File: config.mk
export PLATFORM = sky130hd
export DESIGN_NAME = maxpool_2x2
export DESIGN_NICKNAME = d
export VERILOG_FILES = /design/src/rtl/maxpool_2x2.sv
export SDC_FILE = /design/constraint.sdc
export NUM_CORES = 1
export LEC_CHECK = 0
export BUFFER_PORTS_ARGS = -buffer_cell sky130_fd_sc_hd__buf_2
export CORE_MARGIN = 2
export CORE_UTILIZATION = 55
export CTS_BUF_LIST = sky130_fd_sc_hd__clkbuf_4
export CTS_CLUSTER_SIZE = 12
export DETAILED_ROUTE_END_ITERATION = 16
export HOLD_SLACK_MARGIN = 0.03
export PLACE_DENSITY = 0.7
export SLEW_MARGIN = 20
export SYNTH_ARGS = -nofsm -noshare
export SYNTH_HDL_FRONTEND = slang
export SYNTH_SLANG_ARGS = --single-unit
File: constraint.sdc
create_clock -name clk -period 6.2 [get_ports clk]
set_clock_uncertainty 0.05 [all_clocks]
set_input_delay 0.62 -clock clk [delete_from_list [all_inputs] [get_ports clk]]
set_output_delay 0.62 -clock clk [all_outputs]
set_load 0.05 [all_outputs]
File: src/rtl/maxpool_2x2.sv
// Streaming 2x2 stride-2 max-pool with optional ReLU. Consumes a raster-order
// signed pixel stream and buffers one pooled row of horizontal maxima.
module maxpool_2x2 #(
    parameter int W    = 28,
    parameter int PP   = 8,
    parameter int RELU = 1
) (
    input  logic              clk,
    input  logic              reset,
    input  logic signed [PP:0] pxl_in,
    input  logic              in_valid,
    output logic signed [PP:0] pool_out,
    output logic              out_valid,
    output logic              frame_done
);

    localparam int CW = (W > 1) ? $clog2(W) : 1;
    localparam int LB = (W / 2 > 0) ? W / 2 : 1;
    localparam int AW = (LB > 1) ? $clog2(LB) : 1;
    localparam logic [CW-1:0] LAST = CW'(W - 1);

    logic [CW-1:0]      col_q, col_d;
    logic [CW-1:0]      row_q, row_d;
    logic signed [PP:0] h_q, h_d;
    logic signed [PP:0] pool_q, pool_d;
    logic               out_valid_q, out_valid_d;
    logic               frame_done_q, frame_done_d;

    logic signed [PP:0] line_buf_q [LB];
    logic               lb_we;
    logic [AW-1:0]      lb_idx;
    logic signed [PP:0] lb_rd;
    logic signed [PP:0] hmax;
    logic signed [PP:0] vmax;
    logic signed [PP:0] res;

    always_comb begin
        // NOTE: every signal gets a default before any branch so no latch is inferred.
        col_d        = col_q;
        row_d        = row_q;
        h_d          = h_q;
        pool_d       = pool_q;
        out_valid_d  = 1'b0;
        frame_done_d = 1'b0;
        lb_we        = 1'b0;

        lb_idx = AW'(col_q >> 1);
        lb_rd  = line_buf_q[lb_idx];
        hmax   = (pxl_in > h_q) ? pxl_in : h_q;
        vmax   = (lb_rd > hmax) ? lb_rd : hmax;
        res    = vmax;
        if (RELU != 0 && vmax < 0) begin
            res = '0;
        end

        if (in_valid) begin
            // Even column opens a horizontal pair; odd column closes it and
            // either parks the pair max (even row) or finishes the window.
            if (!col_q[0]) begin
                h_d = pxl_in;
            end else if (!row_q[0]) begin
                lb_we = 1'b1;
            end else begin
                pool_d      = res;
                out_valid_d = 1'b1;
            end

            if (col_q == LAST) begin
                col_d = '0;
                if (row_q == LAST) begin
                    row_d        = '0;
                    frame_done_d = 1'b1;
                end else begin
                    row_d = row_q + 1'b1;
                end
            end else begin
                col_d = col_q + 1'b1;
            end
        end
    end

    // NOTE: state registers use non-blocking assignments so all flops update together.
    always_ff @(posedge clk or posedge reset) begin
        if (reset) begin
            col_q        <= '0;
            row_q        <= '0;
            h_q          <= '0;
            pool_q       <= '0;
            out_valid_q  <= 1'b0;
            frame_done_q <= 1'b0;
        end else begin
            col_q        <= col_d;
            row_q        <= row_d;
            h_q          <= h_d;
            pool_q       <= pool_d;
            out_valid_q  <= out_valid_d;
            frame_done_q <= frame_done_d;
        end
    end

    // NOTE: the line buffer is not reset; every entry is written on an even row
    // before the following odd row reads it, so stale contents are never observed.
    always_ff @(posedge clk) begin
        if (lb_we) begin
            line_buf_q[lb_idx] <= hmax;
        end
    end

    assign pool_out   = pool_q;
    assign out_valid  = out_valid_q;
    assign frame_done = frame_done_q;

endmodule

**Word-level counts from Yosys, hierarchy flattened**

Memory sizes are Yosys's and may differ from the RTL's.
Index checks and enable logic that the tools add are counted.

- Flip-flop bits (word level): 30
- Bits in writable memories: 126
- Input bits: 12
- Logic and storage cells: 34
- Memories kept: 1

- $add $sub $neg: 2
- Magnitude comparators: 3
- Eq/ne operators: 2
- Mux-type cells: 16
- Bitwise gates (word level): 1
- Reduce and logical (&&, ||, !) cells: 3

Memory list:

| name | words | bits a word | rd ports | clocked after memory_dff | write ports | line | RTL |
|---|---|---|---|---|---|---|---|
| line_buf_q | 14 | 9 | 1 | 0 | 1 | 29 | `logic signed [PP:0] line_buf_q [LB];` |

Operators with widths:

| operator | number |
|---|---|
| 2-to-1 mux 9 bit | 3 |
| greater-than comparator 9 bit | 2 |
| 2-to-1 mux 1 bit | 11 |
| adder 5 x 1 -> 5 bit, second input constant | 2 |
| == test 5 bit, second input constant | 2 |
| 2-to-1 mux 5 bit | 2 |
| < comparator 9 x 1 -> 1 bit, second input constant | 1 |
| AND reduction 2 bit | 2 |
| AND reduction 3 bit | 1 |
| NOT 1 bit | 1 |

**Logic depth before layout (Yosys ltp)**

- Depth in word-level cells: 6
- Gate-level depth with buffers: 17

**Worst setup path after synthesis**

No wires, ideal clock.

- Path type: input to register
- Start: input port pxl_in[8]
- End: register pool_q[1], in the netlist pool_out[1]
- Library setup time: 0.144 ns
- Arrival time: 3.774 ns
- Slack: 2.231 ns
- Cell stages on the path: 15
- Path buffers: 2
- Cells stage by stage: ha_1 or3b_1 a21o_1 o211a_2 and2_1 buf_6 a21o_1 ha_1 nand4_1 or3_1 o211ai_1 clkbuf_1 o311ai_0 o22ai_2 a21oi_1

- Longest elaborated chain between the ends: 6

RTL lines:

| item | line | RTL |
|---|---|---|
| from (decl) | 10 | `input logic signed [PP:0] pxl_in,` |
| greater-than comparator 9 bit (*) | 49 | `hmax = (pxl_in > h_q) ? pxl_in : h_q;` |
| 2-to-1 mux 9 bit (*) | 49 |  |
| via hmax[0] | 33 | `logic signed [PP:0] hmax;` |
| greater-than comparator 9 bit | 50 | `vmax = (lb_rd > hmax) ? lb_rd : hmax;` |
| 2-to-1 mux 9 bit (*) | 50 |  |
| < comparator 9 x 1 -> 1 bit | 52 | `if (RELU != 0 && vmax < 0) begin` |
| 2-to-1 mux 9 bit (*) | 52 |  |
| to (signal assigned) | 95 | `pool_q <= pool_d;` |
| to (decl) | 25 | `logic signed [PP:0] pool_q, pool_d;` |

Mark *: on every way through the listed nets, which the timed path passes. The rest lies on a longest branch.
A chain may end at the register's enable or synchronous reset.

**Final worst setup path**

- Start: register col_q[1]
- End: register pool_q[6], in the netlist pool_out[6]

- Longest elaborated chain between the ends: 5

RTL lines:

| item | line | RTL |
|---|---|---|
| from (decl) | 22 | `logic [CW-1:0] col_q, col_d;` |
| from (signal assigned) | 92 | `col_q <= col_d;` |
| memory read (14 x 9 bit) (*) | - |  |
| greater-than comparator 9 bit | 50 |  |
| 2-to-1 mux 9 bit (*) | 50 |  |
| < comparator 9 x 1 -> 1 bit | 52 |  |
| 2-to-1 mux 9 bit (*) | 52 |  |

Every way passes the cells marked *; elsewhere a longest branch is shown, timed or not.

==> reports/metrics.csv <==
stage;metric;value;unit
status;status;finished clean;
grt;grt_max_degree;33;
placed_design;io_buffer_count;21;
floorplanning;die_w;116.8;um
cells_and_area;n_antenna_cell;0;
critical_path;critPathMaxStageDelay;1000;ps
cells_and_area;fillers;1017;
grt;antenna_found_initial;0;
placed_design;gp_congestion;0.8672;
floorplanning;rows;41;
critical_path;cp_slowest_cell;dfrtp_2;
grt;grt_remaining_overflow;0;
detailed_routing;num_vias;3925;
power;p_leak;2.681;nW
detailed_routing;via_per_inst;5.920;
sta;slew_viol_final;0;
critical_path;crit_arrival;5180;ps
logic_synthesis;synth_edf_count;126;
clock_network;post_cts_resized;0;
detailed_routing;wl_per_cell;20.30;um
sta;rsz0062_at_grt;false;
floorplanning;die_area;0.01364;mm^2
logic_synthesis;avgSynthCellArea;15.20;um^2
critical_path;cp_max_fo;32;
logic_synthesis;synth_ff_type;edfxtp_1;
clock_network;cts_hold_buf;0;
placed_design;post_dp_cell_area;0.007204;mm^2
cells_and_area;drive_above_1_share;20.57;%
sta;timing.final.crit_share;77.46;%
clock_network;htreeDepth;4;
logic_synthesis;syn_inst;460;
sta;fin_crit;4802;ps
floorplanning;start_util;55.88;%
critical_path;critPathKind;reg2reg;
logic_synthesis;ys_async_sr_fraction;18.71;%
critical_path;critPathBufInv;1;
sta;worst_pin_slew;1064;ps
cells_and_area;final_cell_mix;126 x edfxtp_1, 43 x nand2_1, 28 x a21oi_1, 28 x dfrtp_1, 26 x mux4_2;
floorplanning;die-height;116.8;um
sta;tns;0;ps
flow_run;maxCapViolCount;0;
critical_path;path_cells;buf_4 > mux4_1 > mux4_2 > ha_1 > nor4b_1 > o21ai_0 > o211ai_1 > o311ai_0 > o22ai_2 > a21oi_1;
clock_network;clockBufferDepth;2;
floorplanning;io_pins;23;
detailed_routing;drt-pass1-iter-count;5;
critical_path;start_kind;flop;
clock_network;clk_latency;560;ps
power;peakVddDrop;193.2;uV
power;p_per_area;439.1;mW/mm^2
critical_path;crit_family;compound AO/OA/AOI/OAI gates;
detailed_routing;routed_wl;13.46;mm
logic_synthesis;yosysUniqueCellTypes;46;
clock_network;cts_buffers;17;
grt;grt_pass1_wl;21.00;mm
cells_and_area;design_area;0.007448;mm^2
clock_network;cts.sinks;155;
sta;relSlewSlack;28.82;%
critical_path;required;6580;ps
cells_and_area;final_core_util;59.51;%
logic_synthesis;yosysSeqAreaShare;64.47;%
floorplanning;coreArea;0.01252;mm^2
detailed_routing;drc;0;
detailed_routing;drt_iter0_markers;306;
grt;grtUsageTotal;21.46;%
clock_network;root_buffer;clkbuf_4;
placed_design;hpwl;9.121;mm
detailed_routing;ant_nets;0;
cells_and_area;area_growth;6.494;%
sta;fmax;208.2;MHz
clock_network;cts_tree;yes;
cells_and_area;layout_commonest_cell;edfxtp_1;
clock_network;clk_transition_reported_paths;130;ps
logic_synthesis;ys_ff_latch;155;
critical_path;end_kind;flop;
min_path;hp-class;in2async;
grt;grt_pass1_vias;3914;
sta;finalHoldViolations;0;
logic_synthesis;syn-num-nets;492;
cells_and_area;nNetsFinal;512;
clock_network;postCtsSetupBuffers;0;
logic_synthesis;ys_warn_count;0;
sta;finalSetupViolCount;0;
logic_synthesis;syn_area;0.006994;mm^2
[where the power goes]
| part | switching (W) | internal [W] |
|---|---|---|
| Combinational | 0.000707 | 0.000574 |
| Clock | 0.000344 | 0.000201 |
| Sequential | 0.000145 | 0.00130 |
[flip-flops by register name, summed over array words and instances, names as in the netlist]
register	cells
out_valid	1
line_buf_q	126
h_q	9
row_q	5
frame_done	1
col_q	5
pool_out	8
[path summary, 6_finish.rpt]
check	startpoint	to	slack (ps)	depth (start not counted)
worst min-delay path	reset	h_q[2]	70	2
worst max-delay path	col_q[1]	pool_out[6]	1400	10
worst min register to register	row_q[4]	row_q[4]	480	2
min in group clk	pxl_in[0]	h_q[0]	260	3
max in group asynchronous	reset	col_q[1]	5600	2
worst max register to register	col_q[1]	pool_out[6]	1400	10
[area by class of cell]
cell class | count | area [um^2] | area share (%)
repair buffers | 23 | 120.1 | 1.613
well taps | 172 | 215.2 | 2.889
clock inverters | 11 | 98.84 | 1.327
multi-input cells | 258 | 2267 | 30.44
flip-flops and latches | 155 | 4511 | 60.56
clock buffers | 19 | 142.6 | 1.915
inverters | 25 | 93.84 | 1.260
[through the flow]
stage                     instances  hold WS, ps  power [W]  worst slack, ps
final                           663        68.20   0.003271             1398
after global routing            663        76.61   0.003480             1016
after CTS                       663        58.21   0.003291             1411
after detailed placement        633        451.2   0.002753             1321
after global placement          633        432.6   0.002700             1531
after floorplan                 460        411.1   0.002481             2231
[per-layer routing]
| metal | GRT usage, % | vias to the layer above | part of all wire (%) |
|---|---|---|---|
| met2 | 33.87 | 110 | 49 |
| met4 | 8.784 | 0 | 1.2 |
| met1 | 28.96 | 1973 | 44 |
| met3 | 5.458 | 15 | 5.2 |
| li1 | - | 1827 | - |
| met5 | 0 | - | 0 |
[cell families (layout without fill, tap and decap cells)]
| group | after synthesis | in the layout | share of synthesized area [%] |
|---|---|---|---|
| flip-flops | 155 | 155 | 64.47 |
| AND/OR/NAND/NOR | 111 | 111 | 7.764 |
| AO/OA/AOI/OAI | 77 | 77 | 7.263 |
| multiplexers | 48 | 48 | 13.31 |
| buffers and inverters | 47 | 78 | 3.435 |
| adder cells (fa/ha/maj) | 20 | 20 | 3.578 |
| other | 1 | 1 | 0.05362 |
| XOR/XNOR | 1 | 1 | 0.1252 |
[cells in the mapped netlist (2+ instances only)]
library cell,n,area share [%]
edfxtp_1,126,54
nand2_1,43,2.3
dfrtp_1,29,10
a21oi_1,28,2.0
mux4_2,26,8.4
inv_1,25,1.3
ha_1,20,3.6
nor2_1,19,1.0
o21ai_0,18,1.3
clkbuf_1,11,0.59
nand2b_1,11,0.98
mux2_2,9,1.4
nor3_1,9,0.64
nand3_1,8,0.57
mux4_1,7,2.6
a211oi_1,6,0.64
mux2i_1,6,0.86
o22ai_2,6,1.1
o311ai_0,6,0.75
a21o_1,4,0.43
buf_2,4,0.29
nand4_1,4,0.36
buf_6,3,0.48
nand3b_1,3,0.32
nor2b_1,3,0.27
and2_1,2,0.18
buf_12,2,0.57
nor4b_1,2,0.25
o211ai_1,2,0.21
or3b_1,2,0.25
[worst register-to-register path, cell delays in order, from the launching register on]
cell      delay, ps
dfrtp_2        1000
buf_4           390
mux4_1          580
mux4_2          510
ha_1            220
nor4b_1         260
o21ai_0         170
o211ai_1        830
o311ai_0        380
o22ai_2         230
a21oi_1          60
No activity file was read; power rests on OpenSTA's default activity.
